### config.mk
export PLATFORM = sky130hd
export DESIGN_NAME = stream_decryptor
export DESIGN_NICKNAME = d
export VERILOG_FILES = /design/src/rtl/stream_decryptor.sv
export SDC_FILE = /design/constraint.sdc
export NUM_CORES = 1
export LEC_CHECK = 0
export CORE_UTILIZATION = 48
export CTS_CLUSTER_DIAMETER = 50
export DETAILED_ROUTE_END_ITERATION = 10
export PLACE_DENSITY = 0.8
export RECOVER_POWER = 50
export SLEW_MARGIN = 5
export SYNTH_ARGS = -nofsm -noshare
export SYNTH_HDL_FRONTEND = slang
export SYNTH_SLANG_ARGS = --single-unit
### constraint.sdc
create_clock -name clk -period 1.6 [get_ports clk]
set_input_delay 0.32 -clock clk [delete_from_list [all_inputs] [get_ports clk]]
set_output_delay 0.32 -clock clk [all_outputs]
set_load 0.05 [all_outputs]
### src/rtl/stream_decryptor.sv
// ---------------------------------------------------------------------------
// stream_decryptor
//
// Two-stage pipelined decryptor for words of DIGITS cipher nibbles. Each
// digit is XORed with a keystream nibble (keyed mode) or passed through
// (plain mode), then excess-3 decoded: p = (c ^ k) - 3, modulo 16.
// The keystream comes from a 16-bit Fibonacci LFSR
// (x^16 + x^14 + x^13 + x^11 + 1) that steps once per accepted keyed word.
//
// Optional feature macro: STREAM_DECRYPTOR_ERRCHK_EN
//   defined   -> per-digit invalid-BCD flags and a saturating error counter
//   undefined -> out_err and err_cnt are tied to zero
//
// Ports
//   clk        system clock
//   rst        synchronous, active-high reset
//   mode       0 = excess-3 only, 1 = keyed (sampled with each accepted word)
//   key_load   load LFSR seed from key_in (blocks acceptance that cycle)
//   key_in     LFSR seed; zero is replaced by 16'hACE1
//   in_data    cipher word, digit i = in_data[4i+3:4i]
//   in_valid   in_data is valid
//   in_ready   word is accepted when in_valid && in_ready
//   out_data   plaintext word
//   out_err    per-digit flag, decoded digit > 9
//   out_valid  out_data is valid
//   out_ready  sink accepts out_data
//   err_cnt    saturating count of transferred words with any error flag
// ---------------------------------------------------------------------------
module stream_decryptor #(
  parameter int DIGITS = 4
) (
  input  logic                  clk,
  input  logic                  rst,
  input  logic                  mode,
  input  logic                  key_load,
  input  logic [15:0]           key_in,
  input  logic [4*DIGITS-1:0]   in_data,
  input  logic                  in_valid,
  output logic                  in_ready,
  output logic [4*DIGITS-1:0]   out_data,
  output logic [DIGITS-1:0]     out_err,
  output logic                  out_valid,
  input  logic                  out_ready,
  output logic [7:0]            err_cnt
);

  localparam int          W        = 4 * DIGITS;
  localparam logic [15:0] LFSR_RST = 16'hACE1;

  logic          lfsr_fb;
  logic [15:0]   lfsr_q, lfsr_d;
  logic          s1_v_q, s1_v_d;
  logic [W-1:0]  s1_x_q, s1_x_d;
  logic          s2_v_q, s2_v_d;
  logic [W-1:0]  out_data_q, out_data_d;
  logic [W-1:0]  key_word;
  logic [W-1:0]  plain_word;
  logic          adv;
  logic          accept;

  // The whole pipeline moves together: it may advance whenever the output
  // register is empty or is being drained this cycle.
  assign adv      = !s2_v_q || out_ready;
  assign in_ready = adv && !key_load;
  assign accept   = in_valid && in_ready;

  assign lfsr_fb  = lfsr_q[15] ^ lfsr_q[13] ^ lfsr_q[12] ^ lfsr_q[10];

  // Keystream nibbles repeat every four digits; in plain mode the key is
  // masked to zero here, so stage 1 already holds the mode-resolved value
  // and mode needs no separate pipeline register.
  always_comb begin
    key_word = '0;
    for (int i = 0; i < DIGITS; i++) begin
      key_word[4*i +: 4] = mode ? lfsr_q[4*(i%4) +: 4] : 4'h0;
    end
  end

  // Excess-3 removal; wrap-around below zero is intentional.
  always_comb begin
    plain_word = '0;
    for (int i = 0; i < DIGITS; i++) begin
      plain_word[4*i +: 4] = s1_x_q[4*i +: 4] - 4'd3;
    end
  end

  // LFSR next state: key_load wins over stepping, and a zero seed would
  // lock the register up, so it is replaced by the reset seed.
  always_comb begin
    lfsr_d = lfsr_q;
    if (key_load) begin
      lfsr_d = (key_in == 16'h0000) ? LFSR_RST : key_in;
    end else if (accept && mode) begin
      lfsr_d = {lfsr_q[14:0], lfsr_fb};
    end
  end

  // Pipeline next state. Data registers only load when a real word moves
  // into them, so bubbles leave the previous contents in place.
  always_comb begin
    s1_v_d     = s1_v_q;
    s1_x_d     = s1_x_q;
    s2_v_d     = s2_v_q;
    out_data_d = out_data_q;
    if (adv) begin
      s1_v_d = accept;
      s2_v_d = s1_v_q;
      if (accept) begin
        s1_x_d = in_data ^ key_word;
      end
      if (s1_v_q) begin
        out_data_d = plain_word;
      end
    end
  end

  always_ff @(posedge clk) begin
    if (rst) begin
      lfsr_q     <= LFSR_RST;
      s1_v_q     <= 1'b0;
      s1_x_q     <= '0;
      s2_v_q     <= 1'b0;
      out_data_q <= '0;
    end else begin
      lfsr_q     <= lfsr_d;
      s1_v_q     <= s1_v_d;
      s1_x_q     <= s1_x_d;
      s2_v_q     <= s2_v_d;
      out_data_q <= out_data_d;
    end
  end

  assign out_data  = out_data_q;
  assign out_valid = s2_v_q;

`ifdef STREAM_DECRYPTOR_ERRCHK_EN
  logic [DIGITS-1:0] out_err_q, out_err_d;
  logic [7:0]        err_cnt_q, err_cnt_d;

  // Error flags travel with the data into stage 2; the counter only counts
  // words that actually leave the block, and sticks at 255.
  always_comb begin
    out_err_d = out_err_q;
    err_cnt_d = err_cnt_q;
    if (adv && s1_v_q) begin
      for (int i = 0; i < DIGITS; i++) begin
        out_err_d[i] = plain_word[4*i +: 4] > 4'd9;
      end
    end
    if (s2_v_q && out_ready && (|out_err_q) && (err_cnt_q != 8'hFF)) begin
      err_cnt_d = err_cnt_q + 8'd1;
    end
  end

  always_ff @(posedge clk) begin
    if (rst) begin
      out_err_q <= '0;
      err_cnt_q <= '0;
    end else begin
      out_err_q <= out_err_d;
      err_cnt_q <= err_cnt_d;
    end
  end

  assign out_err = out_err_q;
  assign err_cnt = err_cnt_q;
`else
  assign out_err = '0;
  assign err_cnt = '0;
`endif

endmodule

Yosys cells after proc, flatten, opt, wreduce, memory -nomap -nowiden
Index checks and enable logic that the tools add are counted.
- bits in registers: 50
- latch bits: 0
- RAM bits: 0
- bits in read-only memories: 0
- input bits: 38
- output and inout port bits: 30
- logic and storage cells: 30
- memories kept: 0
- $add $sub $neg: 4
- $mul: 0
- divide/modulo/power cells: 0
- magnitude comparators: 0
- eq/ne operators: 0
- shift-type cells: 0
- multiplexer cells: 7
- bitwise gates (word level): 4
- reductions and logical operators: 10
- operators by type and width (kind ; number):
    $mux W16 ; 3
    $logic_not A16 Y1 ; 1
    $mux W4 ; 4
    $sub A4 B2 Y4 const B ; 4
    $xor A16 B16 Y16 ; 1
    $reduce_and A2 Y1 ; 2
    $logic_and A1 B1 Y1 ; 3
    $xor A1 B1 Y1 ; 3
    $logic_not A1 Y1 ; 2
    $reduce_bool A2 Y1 ; 1
    $logic_or A1 B1 Y1 ; 1

Depth between registers and ports, before layout
Gate-level depths: netlist of the first run.
- depth after elaboration: 7
- mapped depth: 7
- mapped depth without buffers: 4

Worst setup path after synthesis of the first run
OpenSTA, ideal clock, no wires.
- kind: register -> register
- start: reg s2_v_q, in the netlist out_valid
- end: reg lfsr_q[2]
- arrival: 1.969 ns
- data required time: 1.481 ns
- setup slack: -0.488 ns
- cell stages (with the launch flop): 5
- cells stage by stage: dfxtp_1 nor2b_1 nor2_1 nand2_1 o221a_1
- longest elaborated chain between the ends: 6
- ends and longest elaborated chain (element ; RTL line ; RTL):
    start: declaration ; 54 ; logic s2_v_q, s2_v_d;
    start signal: assignment ; 128 ; s2_v_q <= s2_v_d;
    $logic_not A1 Y1 ; 63 ; assign adv = !s2_v_q || out_ready;
    $logic_or A1 B1 Y1 ; 63 ;
    $logic_and A1 B1 Y1 ; 64 ; assign in_ready = adv && !key_load;
    net in_ready ; 39 ; output logic in_ready,
    $logic_and A1 B1 Y1 ; 65 ; assign accept = in_valid && in_ready;
    $logic_and A1 B1 Y1 ; 93 ; end else if (accept && mode) begin
    $reduce_bool A2 Y1 (no line) ; - ;
    end signal: assignment ; 125 ; lfsr_q <= lfsr_d;
    end: declaration ; 51 ; logic [15:0] lfsr_q, lfsr_d;
The timed path passes the listed nets, and every way through them passes these cells.
A chain may end at the register's enable or synchronous reset.

Final worst setup path of the first run
- start: in key_load
- end: out in_ready
- longest elaborated chain between the ends: 2
- ends and longest elaborated chain (element ; RTL line ; RTL):
    start: declaration ; 35 ; input logic key_load,
    $logic_not A1 Y1 ; 64 ;
    $logic_and A1 B1 Y1 ; 64 ;
    end: declaration ; 39 ;
No other way between the ends.

==> results of run 1 <==
## synthesized netlist by cell type, drive strengths merged
cell type | count | area share, %
conb | 1 | 0.15
a31oi | 7 | 1.8
nor3 | 2 | 0.41
clkbuf | 7 | 1.1
xnor2 | 10 | 3.6
a21o | 1 | 0.31
nor2 | 29 | 4.4
a211oi | 25 | 9.7
a41oi | 1 | 0.36
a21oi | 28 | 6.2
mux2i | 1 | 0.41
o221a | 7 | 3.2
buf | 25 | 7.2
and2 | 2 | 0.61
o21ai | 7 | 1.4
nand2 | 34 | 5.2
and3 | 1 | 0.25
nor4 | 5 | 1.3
nand2b | 1 | 0.25
nor3b | 1 | 0.31
nor2b | 8 | 2.0
xor2 | 17 | 6.1
dfxtp | 50 | 41
ha | 4 | 2.0
inv | 8 | 1.2
## sequential cells by signal, summed over array words and instances, names as in the netlist
name       flops
s1_x_q        16
s1_v_q         1
out_data      16
lfsr_q        16
out_valid      1
## critical path, stage by stage
cell                              delay, ns
sky130_fd_sc_hd__clkdlybuf4s50_1       0.46
sky130_fd_sc_hd__buf_4                 0.17
sky130_fd_sc_hd__nor2_4                0.13
sky130_fd_sc_hd__buf_12                0.14
## cell usage in the layout, fill, tap and decap left out, types with 5 or more instances in the layout
cell and instances:
sky130_fd_sc_hd__dfxtp_1 50, sky130_fd_sc_hd__clkdlybuf4s50_1 36, sky130_fd_sc_hd__nand2_1 34, sky130_fd_sc_hd__nor2_1 28, sky130_fd_sc_hd__a21oi_1 27, sky130_fd_sc_hd__buf_4 21, sky130_fd_sc_hd__xor2_1 17, sky130_fd_sc_hd__a211oi_1 15
sky130_fd_sc_hd__conb_1 12, sky130_fd_sc_hd__clkbuf_2 12, sky130_fd_sc_hd__a211oi_2 10, sky130_fd_sc_hd__xnor2_1 10, sky130_fd_sc_hd__inv_1 8, sky130_fd_sc_hd__nor2b_1 7, sky130_fd_sc_hd__a31oi_1 7, sky130_fd_sc_hd__o21ai_1 7
sky130_fd_sc_hd__o221a_1 7, sky130_fd_sc_hd__clkbuf_8 6, sky130_fd_sc_hd__clkbuf_1 5
## cells by family (layout without fill, tap and decap cells)
kind of cell             after synthesis  in the layout  share of synthesized area (%)
AO/OA/AOI/OAI                         76             76                          22.89
AND/OR/NAND/NOR                       83             83                          14.75
buffers and inverters                 40             95                          9.461
XOR/XNOR                              27             27                          9.613
adder cells (fa/ha/maj)                4              4                          2.035
other                                  1             12                         0.1524
multiplexers                           1              1                         0.4069
flip-flops                            50             50                          40.69
## layout make-up
class / count / area share (%)
Timing Repair Buffer: 79 / 21.35
Sequential cell: 50 / 31.34
Clock inverter: 2 / 0.3917
Inverter: 8 / 0.9401
Multi-Input combinational cell: 203 / 40.78
Clock buffer: 6 / 2.585
Tap cell: 67 / 2.624
## power groups by stage
| stage | sequential (mW) | clock (mW) | combinational (mW) |
|---|---|---|---|
| CTS | 1.40 | 0.768 | 0.672 |
| detailed placement | 1.43 | 0 | 0.668 |
| finish | 1.40 | 0.750 | 0.658 |
| global placement | 1.42 | 0 | 0.658 |
| global route | 1.41 | 0.821 | 0.718 |
| floorplan | 1.48 | 0 | 0.393 |
## worst max path at each step
stage	slack (ns)	endpoint	depth (start not counted)
4_1_cts	0.05	in_ready	4
6_report	0.05	in_ready	4
2_1_floorplan	0.02	lfsr_q[2]	4
3_5_place_dp	-0.21	lfsr_q[6]	6
3_3_place_gp	-0.14	lfsr_q[15]	6
5_1_grt	0.01	in_ready	4
## stage by stage
stage	util [%]	hold slack [ns]	setup TNS (ns)	instances
detailed placement	64.78	0.4484	-5.482	407
global placement	64.78	0.4394	-4.378	407
CTS	66.81	0.4098	0	415
global route	66.31	0.4497	0	415
finish	66.31	0.4135	0	415
floorplan	-	0.4666	0	293
## per-layer routing
metal / track usage [%] / vias to the layer above / routed length [um]
met2: 38.02 / 59 / 2650
met4: 5.769 / 0 / 20
met1: 24.59 / 924 / 2191
met5: 0 / - / 0
li1: - / 1077 / -
met3: 4.115 / 2 / 215
## repair_timing
action	CTS	global route
endpoints found under the setup margin	1	7
hold buffers	0	0
setup buffers	0	0
endpoints found under the hold margin	0	0
gates resized for setup	1	4
==> metrics.cfg, run 1 <==
[hold_path]
min_path_type=primary input to flip-flop
hold_path_end=lfsr_q[3]
worst_hold_path_cells=2
min-delay-start=rst

[sta]
period_minus_slack_ns=1.546
final_min_period_over_clock_period_pct=96.65
unrepaired_setup_endpoints_after_global_routing=no
timing.final.ws_setup_ns=0.05358
timing.fmax_mhz=646.7
timing.clock.skew_ns=0.004709
finalSetupViolCount=0
timing_hold_violations_final=0
worstMarginPinSlew_ns=0.5943
final_slew_violations=0
slew_headroom_pct=60.55

[pwr]
leakage_nw=1.250
p_clk_share_pct=26.7
p_int_mw=1.960
vdd_drop_max_mv=0.3468
totalPowerFinal_mw=2.804
comb_power_share_pct=23.5
p_per_area_nw_per_um2=877.7
pwr-share-seq_pct=49.8
sw_frac_of_total_pct=30.10
p_switching_uw=843.8

[routing]
first_pass_iters=4
drc=0
wl_per_instance_um=12.24
vias_per_cell=4.969
route.antenna.remaining_nets=0
totalWireLength_um=5078
via_count=2062
drtIter0Drc=60

[logic_synthesis]
synth-seq-cells=50
synth_sequential_area_ratio_pct=40.69
synthesis.yosys.warnings=0
netlist_area_sq_um=2460
syn-instance-count=282
synth.avg_cell_area_sq_um=8.723
synth_cell_types=30

[final_layout]
combined_area_of_the_multi_input_logic_cells_sq_um=1303
layout-area-overhead-vs-synth_pct=29.86
drive_gt1_share_pct=18.39
final-seq-area_sq_um=1001
ant_diodes=0
fin_nets=389
postLayoutCellArea_sq_um=3194
fillerInstances=468

[clocking]
cts.path.max_buffers=2
insertion_delay_ns=0.30
clock_tree_from_tritoncts=done
clock-root-buffer=sky130_fd_sc_hd__clkbuf_8
cts_buffers=5
register_clock_pin_slew_on_the_reported_worst_setup_and_hold_paths_ns=0.08
cts_num_sinks=50
cts_max_level=2

[worst_setup_path]
worst_setup_path_startpoint=key_load
reg2reg_launch_point=out_valid
r2r_slack_ns=0.37
worstPathMaxFanout=4
endpoint_kind=output pin
ff2ff_path_depth=4
worstReg2RegEnd=lfsr_q[14]
setup.worst_path.class=primary input to output pin
timing.critical_path.from_type=primary input
crit_required_ns=1.28
cp_data_arrival_time_ns=1.23

[global_route]
global_route_wire_length_before_repair_um=8666
number_of_antenna_violations_at_the_first_check_in_global_routing=0
first_global_vias=1939
grt_overflow_total=0
grt_util_all_layers_pct=20.82
grt_start_max_net_pins=34

[placed_design]
place.detailed.hpwl_um=3956
placement.io_buffers=55
dpl_worst_slack_ns=-0.2068
placed_cell_area_sq_um=3120
globalplace.congestion=0.8302

[die]
rows=25
chipWidth_um=73.59
initial_utilization_pct=51.06
placeableCoreArea_sq_um=4817
die_area_sq_um=5415
die_height_um=73.59
io_pins=68

[flow_run]
drv_cap=0

[run_status]
run_status=complete, no violations

Note: power is estimated with default switching activity, not from simulation.
==> inputs of run 2 (changes only) <==
--- a/config.mk
+++ b/config.mk
@@ -5,10 +5,11 @@
 export SDC_FILE = /design/constraint.sdc
 export NUM_CORES = 1
 export LEC_CHECK = 0
-export CORE_UTILIZATION = 48
-export CTS_CLUSTER_DIAMETER = 50
+export CORE_MARGIN = 4
+export CORE_UTILIZATION = 50
+export CTS_BUF_LIST = sky130_fd_sc_hd__clkbuf_8
 export DETAILED_ROUTE_END_ITERATION = 10
-export PLACE_DENSITY = 0.8
+export PLACE_DENSITY = 0.83
 export RECOVER_POWER = 50
 export SLEW_MARGIN = 5
 export SYNTH_ARGS = -nofsm -noshare
==> metrics.cfg, run 2 (synthesis gave the netlist of run 1 again) <==
[clocking]
cts_num_sinks=50  ; unchanged
cts_buffers=5  ; unchanged
clock_tree_from_tritoncts=done
cts_hold_buf=0  ; unchanged
cts_max_level=2  ; unchanged
register_clock_pin_slew_on_the_reported_worst_setup_and_hold_paths_ns=0.08  ; about the same
cts.path.max_buffers=2  ; unchanged
clock-root-buffer=sky130_fd_sc_hd__clkbuf_8
insertion_delay_ns=0.30  ; about the same

[die]
placeableCoreArea_sq_um=4755  ; -1.3%
io_pins=68  ; unchanged
chipWidth_um=78.14  ; +6.2%
die_height_um=78.14  ; +6.2%
initial_utilization_pct=51.74  ; +0.67 points
die_area_sq_um=6106  ; +13%
rows=25  ; unchanged

[hold_path]
worst_hold_path_cells=2  ; unchanged
min_path_type=flip-flop to flip-flop

[final_layout]
layout-area-overhead-vs-synth_pct=27.16
layout_common_cells=sky130_fd_sc_hd__dfxtp_1 (50), sky130_fd_sc_hd__clkdlybuf4s50_1 (36), sky130_fd_sc_hd__nand2_1 (34)
fin_nets=383  ; -1.5%
postLayoutCoreUtil_pct=65.79  ; -0.52 points
most_frequent_standard_cell_in_the_layout_excluding_fill_and_tap_cells=sky130_fd_sc_hd__dfxtp_1
drive_gt1_share_pct=16.37  ; -2.0 points
ant_diodes=0  ; unchanged

[sta]
worstMarginPinSlew_ns=0.5958  ; +0.001530 ns
unrepaired_setup_endpoints_after_global_routing=no
final_min_period_over_clock_period_pct=94.95  ; -1.7 points
timing_hold_violations_final=0  ; unchanged
timing.fmax_mhz=658.2  ; +1.8%
final_slew_violations=0  ; unchanged
finalSetupViolCount=0  ; unchanged
slew_headroom_pct=60.45  ; -0.10 points
final.hold.worst_slack_ns=0.4517  ; +0.03821 ns
timing.clock.skew_ns=0.005894  ; +0.001184 ns
period_minus_slack_ns=1.519  ; -0.02721 ns

[worst_setup_path]
timing.critical_path.cells=clkdlybuf4s50_1 -> buf_4 -> nor2_4 -> buf_12
r2r_slack_ns=0.35  ; -0.02 ns
crit_required_ns=1.28  ; about the same
setup.worst_path.class=primary input to output pin
critical_path_stages=4  ; unchanged
timing.critical_path.from_type=primary input
critical-path-slowest-cell=sky130_fd_sc_hd__clkdlybuf4s50_1
cp_data_arrival_time_ns=1.20  ; -0.03 ns
timing.critical_path.slowest_cell_delay_ns=0.41  ; -0.05 ns
critical-path-top-delay-family=buffers and inverters
ff2ff_path_depth=4  ; unchanged
crit_buf_inv=3  ; unchanged
endpoint_kind=output pin
worstPathMaxFanout=5  ; +1

[routing]
route.antenna.remaining_nets=0  ; unchanged
via_count=2070  ; +0.39%
first_pass_iters=5  ; +1
totalWireLength_um=5296  ; +4.3%
drtIter0Drc=90  ; +50%
vias_per_cell=5.061  ; +1.9%
drc=0  ; unchanged
wl_per_instance_um=12.95  ; +5.8%

[global_route]
global_route_wire_length_before_repair_um=8776  ; +1.3%
grt_start_max_net_pins=34  ; unchanged
grt_util_all_layers_pct=17.80  ; -3.0 points
grt_overflow_total=0  ; unchanged
number_of_antenna_violations_at_the_first_check_in_global_routing=0  ; unchanged
first_global_vias=1944  ; +0.26%

[pwr]
p_per_area_nw_per_um2=918.6  ; +4.7%
leakage_nw=1.224  ; -2.1%
vdd_drop_max_mv=0.5076  ; +46%

[run_status]
run_status=complete, no violations

[placed_design]
globalplace.congestion=0.7862  ; -5.3%
placement.io_buffers=55  ; unchanged
place.detailed.hpwl_um=4102  ; +3.7%

[flow_run]
drv_cap=0  ; unchanged

-- run 2: tightest hold or removal path, delay by kind of cell (launching register included) --
| family | cells | cell delay [ns] |
|---|---|---|
| flops | 1 | 0.31 |
| compound gates | 1 | 0.05 |
| simple gates | 1 | 0.05 |
-- run 2: stage by stage --
| stage | setup TNS (ns) | cells | setup WS [ns] | cell area (sq um) | power (mW) |
|---|---|---|---|---|---|
| after floorplan | 0 | 293 | 0.02096 | 2509 | 1.873 |
| after global placement | -4.670 | 401 | -0.2724 | 3063 | 2.065 |
| after detailed placement | -4.990 | 401 | -0.2460 | 3063 | 2.079 |
| after CTS | 0 | 409 | 0.07118 | 3176 | 2.906 |
| after global routing | 0 | 409 | 0.001993 | 3128 | 3.013 |
| final | 0 | 409 | 0.08079 | 3128 | 2.873 |
-- run 2: repair_timing --
| item | CTS | global route |
|---|---|---|
| buffers inserted | 0 | 0 |
| cloned | 0 | 0 |
| endpoints found under the setup margin | 1 | 8 |
| gates resized for setup | 1 | 2 |
-- run 2: layout make-up --
| type | instances | area (sq um) |
|---|---|---|
| sequential | 50 | 1001 |
| timing repair buffer | 73 | 611.8 |
| inverter | 8 | 30.03 |
| tap | 67 | 83.83 |
| fill | 437 | 1627 |
| clock buffer | 8 | 110.1 |
| multi-input combinational | 203 | 1291 |
-- run 2: worst paths after layout --
kind	startpoint	end
worst max-delay path	key_load	in_ready
worst min-delay path	out_data[2]	out_data[2]
worst max register to register	out_valid	lfsr_q[9]
worst min register to register	out_data[2]	out_data[2]
-- run 2: routing by layer --
| layer | routed length [um] | vias to the layer above | track usage [%] |
|---|---|---|---|
| li1 | - | 1068 | - |
| met1 | 2355 | 930 | 21.63 |
| met2 | 2589 | 65 | 31.59 |
| met3 | 275 | 7 | 3.326 |
| met4 | 76 | 0 | 5.769 |
| met5 | 0 | - | 0 |
-- run 2: power breakdown --
part	internal [mW]	switching (mW)	leakage, nW	total (mW)
sequential	1.33	0.0687	0.412	1.40
clock	0.437	0.398	0.0575	0.835
combinational	0.268	0.373	0.755	0.641
total	2.03	0.840	1.22	2.87
==> inputs of run 3 (changes only) <==
--- a/config.mk
+++ b/config.mk
@@ -5,11 +5,12 @@
 export SDC_FILE = /design/constraint.sdc
 export NUM_CORES = 1
 export LEC_CHECK = 0
+export CAP_MARGIN = 20
 export CORE_MARGIN = 4
 export CORE_UTILIZATION = 50
-export CTS_BUF_LIST = sky130_fd_sc_hd__clkbuf_8
+export CTS_BUF_LIST = sky130_fd_sc_hd__clkbuf_2
 export DETAILED_ROUTE_END_ITERATION = 10
-export PLACE_DENSITY = 0.83
+export PLACE_DENSITY = 0.82
 export RECOVER_POWER = 50
 export SLEW_MARGIN = 5
 export SYNTH_ARGS = -nofsm -noshare
==> metrics.cfg, run 3 (synthesis gave the netlist of run 1 again) <==
[worst_setup_path]
cp_data_arrival_time_ns=1.22  ; +0.02 ns
crit_required_ns=1.28  ; about the same
setup.worst_path.class=flip-flop to output pin
timing.critical_path.from_type=flip-flop
r2r_slack_ns=0.21  ; -0.14 ns
critical-path-slowest-cell=sky130_fd_sc_hd__dfxtp_2
critical-path-top-delay-family=flip-flops
endpoint_kind=output pin
worstPathMaxFanout=3  ; -2
timing.critical_path.cells=nor2b_4 -> nor2_4 -> buf_12
timing.critical_path.slowest_cell_delay_ns=0.40  ; about the same
crit_buf_inv=1  ; -2

[placed_design]
placement.io_buffers=55  ; unchanged
dpl_worst_slack_ns=-0.3048  ; -0.05880 ns
place_inst=402  ; +0.25%
globalplace.congestion=0.7879  ; +0.22%
place.detailed.hpwl_um=3964  ; -3.4%

[clocking]
cts_buffers=5  ; unchanged
clock-root-buffer=sky130_fd_sc_hd__clkbuf_2
register_clock_pin_slew_on_the_reported_worst_setup_and_hold_paths_ns=0.24  ; +0.16 ns
cts_num_sinks=50  ; unchanged
cts_max_level=2  ; unchanged
clock_tree_from_tritoncts=done
insertion_delay_ns=0.42  ; +0.12 ns
cts.path.max_buffers=2  ; unchanged

[sta]
final_slew_violations=0  ; unchanged
totalNegativeSetupSlack_ns=0  ; unchanged
timing_hold_violations_final=0  ; unchanged
final_min_period_over_clock_period_pct=96.51  ; +1.6 points
timing.clock.skew_ns=0.01271  ; +0.006813 ns
finalSetupViolCount=0  ; unchanged
period_minus_slack_ns=1.544  ; +0.02489 ns
unrepaired_setup_endpoints_after_global_routing=no
timing.fmax_mhz=647.6  ; -1.6%
timing.final.ws_setup_ns=0.05590  ; -0.02489 ns

[final_layout]
stdcell_count=410  ; +0.24%
drive_gt1_share_pct=16.62  ; +0.24 points
ant_diodes=0  ; unchanged
postLayoutCoreUtil_pct=66.03  ; +0.24 points
layout-area-overhead-vs-synth_pct=27.62
layout_common_cells=sky130_fd_sc_hd__dfxtp_1 (49), sky130_fd_sc_hd__clkdlybuf4s50_1 (36), sky130_fd_sc_hd__nand2_1 (34)
most_frequent_standard_cell_in_the_layout_excluding_fill_and_tap_cells=sky130_fd_sc_hd__dfxtp_1
fin_nets=384  ; +0.26%

[pwr]
sw_frac_of_total_pct=28.85  ; -0.40 points
p_switching_uw=822.1  ; -2.2%
leakage_nw=1.246  ; +1.7%
p_per_area_nw_per_um2=907.8  ; -1.2%
p_clk_share_pct=28.2  ; -0.9 points
vdd_drop_max_mv=0.4613  ; -9.1%
p_int_mw=2.028  ; -0.26%
comb_power_share_pct=22.7  ; +0.4 points
pwr-share-seq_pct=49.2  ; +0.6 points

[hold_path]
min_path_type=primary input to flip-flop

[global_route]
global_route_wire_length_before_repair_um=8418  ; -4.1%
grt_start_max_net_pins=26  ; -24%
first_global_vias=1845  ; -5.1%
grt_overflow_total=0  ; unchanged
number_of_antenna_violations_at_the_first_check_in_global_routing=0  ; unchanged
grt_util_all_layers_pct=17.03  ; -0.78 points

[routing]
route.antenna.remaining_nets=0  ; unchanged
first_pass_iters=5  ; unchanged
vias_per_cell=4.983  ; -1.5%
totalWireLength_um=5022  ; -5.2%
drc=0  ; unchanged
via_count=2043  ; -1.3%
drtIter0Drc=125  ; +39%
wl_per_instance_um=12.25  ; -5.4%

[die]
die_height_um=78.14  ; unchanged
initial_utilization_pct=51.74  ; unchanged
rows=25  ; unchanged
die_area_sq_um=6106  ; unchanged
io_pins=68  ; unchanged
chipWidth_um=78.14  ; unchanged
placeableCoreArea_sq_um=4755  ; unchanged

[flow_run]
drv_cap=0  ; unchanged

[run_status]
run_status=complete, no violations

==> run 3: what timing repair did <==
action,in CTS,in global routing
resized for setup,2,1
endpoints found under the setup margin,1,1
hold buffers,0,0
cloned,0,0
setup buffers,0,0
hold endpoints to repair,0,0
==> run 3: layout make-up <==
type	instances	area, sq um
clock inverters	3	63.81
fillers	412	1615
repair buffers	74	661.9
flip-flops and latches	50	1002
multi-input cells	203	1272
clock buffers	5	25.02
inverters	8	30.03
well taps	67	83.83
==> run 3: metal layers <==
metal	vias to the layer above	GRT usage, %	wire length [um]
li1	1072	-	-
met1	895	21.77	2218
met5	-	0	0
met4	0	5.594	60
met2	68	28.60	2415
met3	8	3.555	327
==> run 3: path summary, 6_finish.rpt <==
path,start,end,depth (start not counted)
setup / recovery,out_valid,in_ready,3
hold / removal,rst,lfsr_q[3],2
setup reg to reg,out_valid,s1_x_q[9],5
hold reg to reg,out_data[2],out_data[2],2
==> run 3: through the flow <==
stage               hold WS (ns)  total power [mW]  instance area [sq um]
global placement          0.4394             2.066                   3070
finish                    0.2542             2.850                   3139
detailed placement        0.4455             2.077                   3070
floorplan                 0.4666             1.873                   2509
CTS                       0.2237             2.879                   3167
global route              0.2456             2.997                   3139
==> run 3: power groups by stage <==
stage | clock (mW) | combinational (mW) | sequential, mW
2_1_floorplan | 0 | 0.393 | 1.48
3_3_place_gp | 0 | 0.644 | 1.42
3_5_place_dp | 0 | 0.652 | 1.42
4_1_cts | 0.819 | 0.659 | 1.40
5_1_grt | 0.880 | 0.702 | 1.41
6_report | 0.803 | 0.646 | 1.40
